<file path="config.mk">
export PLATFORM = sky130hd
export DESIGN_NAME = dev_boot_ctrl
export DESIGN_NICKNAME = d
export VERILOG_FILES = /design/src/rtl/dev_boot_ctrl.sv
export SDC_FILE = /design/constraint.sdc
export NUM_CORES = 1
export LEC_CHECK = 0
export CORE_AREA = 8 8 60 88
export CTS_BUF_LIST = sky130_fd_sc_hd__clkbuf_8
export DETAILED_ROUTE_END_ITERATION = 10
export DIE_AREA = 0 0 68 96
export PLACE_DENSITY = 0.82
export SYNTH_ARGS = -nofsm -noshare
export SYNTH_HDL_FRONTEND = slang
export SYNTH_SLANG_ARGS = --single-unit
</file>
<file path="constraint.sdc">
create_clock -name clk -period 4.15 [get_ports clk]
set_input_delay 0.415 -clock clk [delete_from_list [all_inputs] [get_ports clk]]
set_output_delay 0.415 -clock clk [all_outputs]
set_load 0.05 [all_outputs]
</file>
<file path="src/rtl/dev_boot_ctrl.sv">
// Boot sequencer: RESET -> LOAD -> RUN -> HALT/TIMEOUT, with restart, sub-system reset pulse,
// run-phase watchdog and activity-LED stretching. Optional macro BOOT_CTRL_RUN_COUNT_EN enables run_cycles.
module dev_boot_ctrl #(
    parameter int                BYTE_W         = 8,
    parameter int                RST_CYCLES     = 4,
    parameter int                TIMEOUT_CYCLES = 0,
    parameter int                STRETCH_CYCLES = 1_200_000,
    parameter logic [BYTE_W-1:0] TIMEOUT_CODE   = 8'hEE,
    parameter int                CNT_W          = 32
) (
    input  logic              clk,
    input  logic              rst,
    input  logic              restart,
    input  logic              loader_done,
    input  logic [BYTE_W-1:0] loader_byte_val,
    input  logic              loader_byte_valid,
    input  logic              cpu_halted,
    input  logic [BYTE_W-1:0] cpu_exit_code,
    output logic              sub_rst,
    output logic              select,
    output logic              cpu_en,
    output logic [BYTE_W-1:0] hex_val,
    output logic              led_activity,
    output logic              led_halted,
    output logic              led_timeout,
    output logic [CNT_W-1:0]  run_cycles
);

    localparam int RST_W = (RST_CYCLES > 1) ? $clog2(RST_CYCLES) : 1;
    localparam int SW    = (STRETCH_CYCLES > 0) ? $clog2(STRETCH_CYCLES + 1) : 1;

    typedef enum logic [2:0] {
        S_RESET,
        S_LOAD,
        S_RUN,
        S_HALT,
        S_TIMEOUT
    } state_t;

    state_t              r_state;
    state_t              w_state_next;
    logic [RST_W-1:0]    r_rst_cnt;
    logic [CNT_W-1:0]    r_wd_cnt;
    logic [SW-1:0]       r_stretch_cnt;
    logic [BYTE_W-1:0]   r_hex;
    logic                w_rst_done;
    logic                w_wd_hit;
    logic                w_run_start;

    assign w_rst_done  = (r_rst_cnt == RST_W'(RST_CYCLES - 1));
    assign w_wd_hit    = (TIMEOUT_CYCLES != 0) && (r_wd_cnt == CNT_W'(TIMEOUT_CYCLES - 1));
    assign w_run_start = (r_state == S_LOAD) && loader_done && !restart;

    always_ff @(posedge clk) begin
        if (rst) begin
            r_state <= S_RESET;
        end else begin
            r_state <= w_state_next;
        end
    end

    always_comb begin
        w_state_next = r_state;
        sub_rst      = 1'b0;
        select       = 1'b0;
        cpu_en       = 1'b0;
        led_halted   = 1'b0;
        led_timeout  = 1'b0;
        case (r_state)
            S_RESET: begin
                sub_rst = 1'b1;
                if (w_rst_done) begin
                    w_state_next = S_LOAD;
                end
            end
            S_LOAD: begin
                if (loader_done) begin
                    w_state_next = S_RUN;
                end
            end
            S_RUN: begin
                select = 1'b1;
                cpu_en = 1'b1;
                // A halt seen on the watchdog's last cycle still counts as a normal halt.
                if (cpu_halted) begin
                    w_state_next = S_HALT;
                end else if (w_wd_hit) begin
                    w_state_next = S_TIMEOUT;
                end
            end
            S_HALT: begin
                select     = 1'b1;
                cpu_en     = 1'b1;
                led_halted = 1'b1;
            end
            S_TIMEOUT: begin
                select      = 1'b1;
                led_timeout = 1'b1;
            end
            default: begin
                w_state_next = S_RESET;
            end
        endcase
        if (restart) begin
            w_state_next = S_RESET;
        end
    end

    always_ff @(posedge clk) begin
        if (rst || restart) begin
            r_rst_cnt <= '0;
        end else if (r_state == S_RESET && !w_rst_done) begin
            r_rst_cnt <= r_rst_cnt + RST_W'(1);
        end
    end

    always_ff @(posedge clk) begin
        if (rst) begin
            r_wd_cnt <= '0;
        end else if (r_state == S_RUN) begin
            r_wd_cnt <= r_wd_cnt + CNT_W'(1);
        end else begin
            r_wd_cnt <= '0;
        end
    end

    // A restart aborts the cycle it arrives in, so no display update happens alongside it.
    always_ff @(posedge clk) begin
        if (rst) begin
            r_hex <= '0;
        end else if (!restart) begin
            case (r_state)
                S_LOAD: begin
                    if (loader_byte_valid) begin
                        r_hex <= loader_byte_val;
                    end
                end
                S_RUN: begin
                    if (cpu_halted) begin
                        r_hex <= cpu_exit_code;
                    end else if (w_wd_hit) begin
                        r_hex <= TIMEOUT_CODE;
                    end
                end
                default: begin
                    r_hex <= r_hex;
                end
            endcase
        end
    end

    always_ff @(posedge clk) begin
        if (rst) begin
            r_stretch_cnt <= '0;
        end else if (loader_byte_valid) begin
            r_stretch_cnt <= SW'(STRETCH_CYCLES);
        end else if (r_stretch_cnt != '0) begin
            r_stretch_cnt <= r_stretch_cnt - SW'(1);
        end
    end

    assign hex_val      = r_hex;
    assign led_activity = (r_stretch_cnt != '0);

`ifdef BOOT_CTRL_RUN_COUNT_EN
    logic [CNT_W-1:0] r_run_cycles;

    always_ff @(posedge clk) begin
        if (rst) begin
            r_run_cycles <= '0;
        end else if (w_run_start) begin
            r_run_cycles <= '0;
        end else if (r_state == S_RUN && !restart && r_run_cycles != '1) begin
            r_run_cycles <= r_run_cycles + CNT_W'(1);
        end
    end

    assign run_cycles = r_run_cycles;
`else
    logic w_run_start_unused;
    assign w_run_start_unused = w_run_start;
    assign run_cycles         = '0;
`endif

endmodule

</file>
# Yosys cells after proc, flatten, opt, wreduce, memory -nomap -nowiden
# Index checks and enable logic that the tools add are counted.
[totals]
wordCells = 46
output_inout_bits = 46
in_bits = 22
ff_bits = 34
[op_classes]
n_eq_ne = 9
bitwise_logic = 2
mux = 14
n_addsub = 2
reduce_logical = 14
[ops]
columns = ["cell", "n"]
rows = [
  ["2-to-1 mux 21 bit", 2],
  ["nonzero test 21 bit", 1],
  ["subtractor 21 x 1 -> 21 bit (second input constant)", 1],
  ["2-to-1 mux 8 bit", 2],
  ["case mux 8 bit (2 select lines)", 1],
  ["case mux 3 bit (4 select lines)", 1],
  ["2-to-1 mux 3 bit", 3],
  ["!= test 2 bit (second input constant)", 4],
  ["AND reduction 4 bit", 2],
  ["OR reduction 2 bit", 4],
  ["equality test 3 x 2 -> 1 bit (second input constant)", 2],
  ["2-to-1 mux 1 bit", 5],
  ["nonzero test 2 bit", 2],
  ["equality test 3 x 1 -> 1 bit (second input constant)", 1],
  ["equality test 3 bit (second input constant)", 1],
  ["zero test 3 bit", 1],
  ["OR reduction 3 bit", 1],
  ["adder 2 x 1 -> 2 bit (second input constant)", 1],
  ["equality test 2 bit (second input constant)", 1],
  ["inverter 1 bit", 2],
  ["logical AND 1 bit", 1],
  ["zero test 1 bit", 1],
  ["logical OR 1 bit", 1],
]

# Logic depth before layout (Yosys ltp)
[logic_depth]
ltp_word = 4
depth_mapped = 8
mapped_depth_nobuf = 7

# Worst setup path before layout
# Ideal clock, no wire load.
[synth_timing]
path_kind = "flip-flop to flip-flop"
start = "register r_stretch_cnt[8]"
end = "register r_stretch_cnt[7]"
arrival_time_ps = 2445
path_slack_ps = 1630
path_buffers = 2
stages_incl_launch_ff = 8
synth_period_minus_slack_ps = 2520
path_cell_list = "dfxtp_1 > or4_1 > buf_2 > or4_4 > or2_1 > clkbuf_1 > a21o_1 > a31oi_1"
[synth_via]
elab_chain_len = 2
[synth_rtl]
columns = ["element", "line_no", "text"]
rows = [
  ["start, declared", "44", "logic [SW-1:0] r_stretch_cnt;"],
  ["start signal, assigned", "156", "r_stretch_cnt <= SW'(STRETCH_CYCLES);"],
  ["start signal, assigned", "158", "r_stretch_cnt <= r_stretch_cnt - SW'(1);"],
  ["nonzero test 21 bit", "--", ""],
  ["named net led_activity", "23", "output logic led_activity,"],
  ["nonzero test 2 bit (no line)", "--", ""],
]
# The timed path passes the listed nets, and every way through them passes these cells.
# A chain may end at the register's enable or synchronous reset.

# Worst setup path in the final report
[layout_timing]
start = "register r_stretch_cnt[8]"
end = "output led_activity"
[layout_via]
elab_chain_len = 1
[layout_rtl]
columns = ["element", "line_no", "text"]
rows = [
  ["nonzero test 21 bit", "163", "assign led_activity = (r_stretch_cnt != '0);"],
  ["end, declared", "23", ""],
]
# No other way between the ends.

==> results.py <==
metrics = {
    "run_status": {
        "status": "complete, no violations",
    },
    "setup_path": {
        "crit_required_ns": 3.73,
        "r2r-end": "r_stretch_cnt[11]",
        "ff2ff_setup_slack_ns": 1.35,
        "startpoint_type": "register",
        "end_kind": "output port",
        "cp-startpoint": "r_stretch_cnt[8]",
        "crit_family": "simple AND/OR/NAND/NOR gates",
        "crit_end": "led_activity",
        "critical_path.slowest_cell": "clkdlybuf4s50_1",
        "r2r_cells": 5,
        "rr_startpoint": "r_stretch_cnt[8]",
        "crit_cells": 4,
        "worstPathCellList": "or4_1, or4_4, or2_1, clkdlybuf4s50_1",
        "critPathArrivalTime_ns": 2.99,
        "cp_max_fo": 12,
        "cpPeakStageDelay_ns": 0.73,
        "critical_path_class": "register to output port",
        "crit_buf_inv": 1,
    },
    "clocking": {
        "numClockSinks": 33,
        "hold_buffers": 0,
        "cts_tree": "yes",
        "worstSkewPairLatency_ns": 0.28,
        "post_cts_buffers": 0,
        "cts_buffer_depth": 2,
        "numCtsBuffers": 5,
        "cts_root_buf": "clkbuf_8",
        "cts_resized": 0,
        "cts_htree_levels": 2,
        "cts.clk_slew.worst_paths_ns": 0.07,
    },
    "drt": {
        "ant_nets": 0,
        "drt_first_pass_iters": 5,
        "routed_wl_um": 3940,
        "drtIter0Drc": 48,
        "vias": 1533,
        "wire_per_inst_um": 13.1,
        "vias_per_cell": 5.11,
        "drcViolationCount": 0,
    },
    "synthesis": {
        "synth_top_area_cell": "dfxtp_1",
        "synth_commonest_cells": "buf_4 (34), dfxtp_1 (33), nor2_1 (26)",
        "synthMostInstantiatedCell": "buf_4",
        "netlist_instances": 224,
        "yosysUniqueCellTypes": 42,
        "ys_seq_area_share_pct": 34.2,
        "synth_top_area_share_pct": 34.2,
        "avgSynthCellArea_um2": 8.64,
        "synth_flop_cell": "dfxtp_1",
        "yosysWarnings": 0,
        "synth-edff-count": 0,
        "synth.area.top_cells": "dfxtp_1 (34%), buf_4 (13%), mux2i_1 (5.7%)",
        "yosys_register_bits": 33,
        "async_reset_ff_share_pct": 0,
        "syn_area_um2": 1930,
    },
    "floorplanning": {
        "ios": 68,
        "die_height_um": 96,
        "rows": 29,
        "die-area_um2": 6530,
        "die_w_um": 68,
        "start_util_pct": 47.6,
        "core_region_area_um2": 4060,
    },
    "sta": {
        "slew-limit-headroom_pct": 41.5,
        "setup_viol": 0,
        "worst_slew_pin_slew_ns": 0.855,
        "hold_slack_ns": 0.486,
        "setup_tns_ns": 0,
        "slew_violations": 0,
        "fmax_mhz": 293,
        "finalCritPeriodShare_pct": 82.1,
        "rsz0062_at_grt": "false",
        "hold_viol": 0,
        "timing.final.crit_period_ns": 3.41,
        "skew_ns": 0.00842,
    },
    "global_routing": {
        "overflow": 0,
        "grt_usage_pct": 12.6,
        "grt_pass1_wl_um": 6580,
        "grt_start_max_net_pins": 22,
        "grt_pass1_vias": 1591,
        "antenna_found_initial": 0,
    },
    "final_layout": {
        "diodes": 0,
        "area_delta_synth_final_pct": 16.2,
        "layout-drive-gt1-share_pct": 5.91,
        "fin_util_pct": 55.3,
        "nets": 284,
        "instances_no_fill": 300,
    },
    "pwr": {
        "power.density_nw_per_um2": 347,
        "pwr-share-comb_pct": 24.9,
        "p_leak_uw": 0.000871,
        "swShare_pct": 33.0,
        "power.switching_uw": 257,
        "seqPwrFrac_pct": 44.8,
        "p_int_uw": 523,
        "power.share.clock_pct": 30.3,
        "ir_worst_vdd_mv": 0.241,
    },
    "placement": {
        "hpwl_um": 3090,
        "gp_congestion": 0.774,
        "port_buffers": 34,
        "dpl.cell_count": 293,
    },
    "min_path": {
        "hold_path_class": "register to register",
    },
    "job": {
        "drv_cap": 0,
    },
}
-- flip-flops by register name, indices dropped and copies added, names as in the netlist --
register       count
r_stretch_cnt     21
hex_val            8
r_rst_cnt          2
r_state            2
-- kinds of logic after synthesis --
logic type / synth area share (%)
AOI/OAI and AO/OA: 13.6
adders and majority gates: 5.17
buffers and inverters: 17.6
DFF: 34.2
muxes: 5.69
other: 0.194
xor gates and xnor gates: 5.43
and+or+nand+nor: 18.2
-- through the flow --
stage	power, µW	cell area, µm²	setup slack, ns
after floorplan	534	2050	1.63
after global placement	544	2160	1.09
after detailed placement	548	2160	1.05
after CTS	787	2250	0.735
after global routing	818	2250	0.656
final	780	2250	0.741
-- how the worst min path moves through the flow --
stage | startpoint | end | slack, ns | cells after the start
3_5_place_dp | r_stretch_cnt[11] | r_stretch_cnt[11] | 0.48 | 2
5_1_grt | hex_val[2] | hex_val[2] | 0.52 | 2
3_3_place_gp | r_stretch_cnt[19] | r_stretch_cnt[19] | 0.47 | 2
6_report | r_stretch_cnt[11] | r_stretch_cnt[11] | 0.49 | 2
2_1_floorplan | r_stretch_cnt[19] | r_stretch_cnt[19] | 0.45 | 2
4_1_cts | r_stretch_cnt[11] | r_stretch_cnt[11] | 0.49 | 2
-- worst register-to-register path, cell delays in order (launching register included) --
cell      delay (ns)
dfxtp_1         0.36
or4_1           0.67
or4_4           0.61
o211ai_1        0.71
or2_2           0.23
a31oi_1         0.07
-- cell type report --
type | count | area [µm²]
Clock buffer | 6 | 82.6
Clock inverter | 1 | 3.75
Fill cell | 394 | 1820
Inverter | 10 | 37.5
Multi-Input combinational cell | 169 | 1060
Sequential cell | 33 | 661
Tap cell | 46 | 57.6
Timing Repair Buffer | 35 | 348
-- cells in the final DEF, fill, tap and decap left out, types with 5 or more instances in the layout --
master,instances
xor2_1,10
a31oi_1,5
inv_1,10
clkbuf_8,6
a21oi_1,7
nor4_1,5
ha_1,8
nor2_1,26
conb_1,33
a211oi_1,9
dfxtp_1,33
nor3_1,8
mux2i_1,11
o21ai_0,6
clkdlybuf4s50_1,34
-- power groups by stage --
| stage | logic [µW] | clock network (µW) | registers, µW |
|---|---|---|---|
| 2_1_floorplan | 180 | 0 | 354 |
| 3_3_place_gp | 190 | 0 | 355 |
| 3_5_place_dp | 192 | 0 | 356 |
| 4_1_cts | 194 | 244 | 349 |
| 5_1_grt | 212 | 254 | 352 |
| 6_report | 194 | 237 | 349 |
-- routing by layer --
metal | wire, µm | vias up | track usage (%)
met1 | 1480 | 696 | 11.9
li1 | - | 772 | -
met5 | 0 | - | 0
met4 | 51 | 0 | 4.12
met3 | 456 | 4 | 6.64
met2 | 1950 | 61 | 22.3
Power figures use the tool's default switching activity.
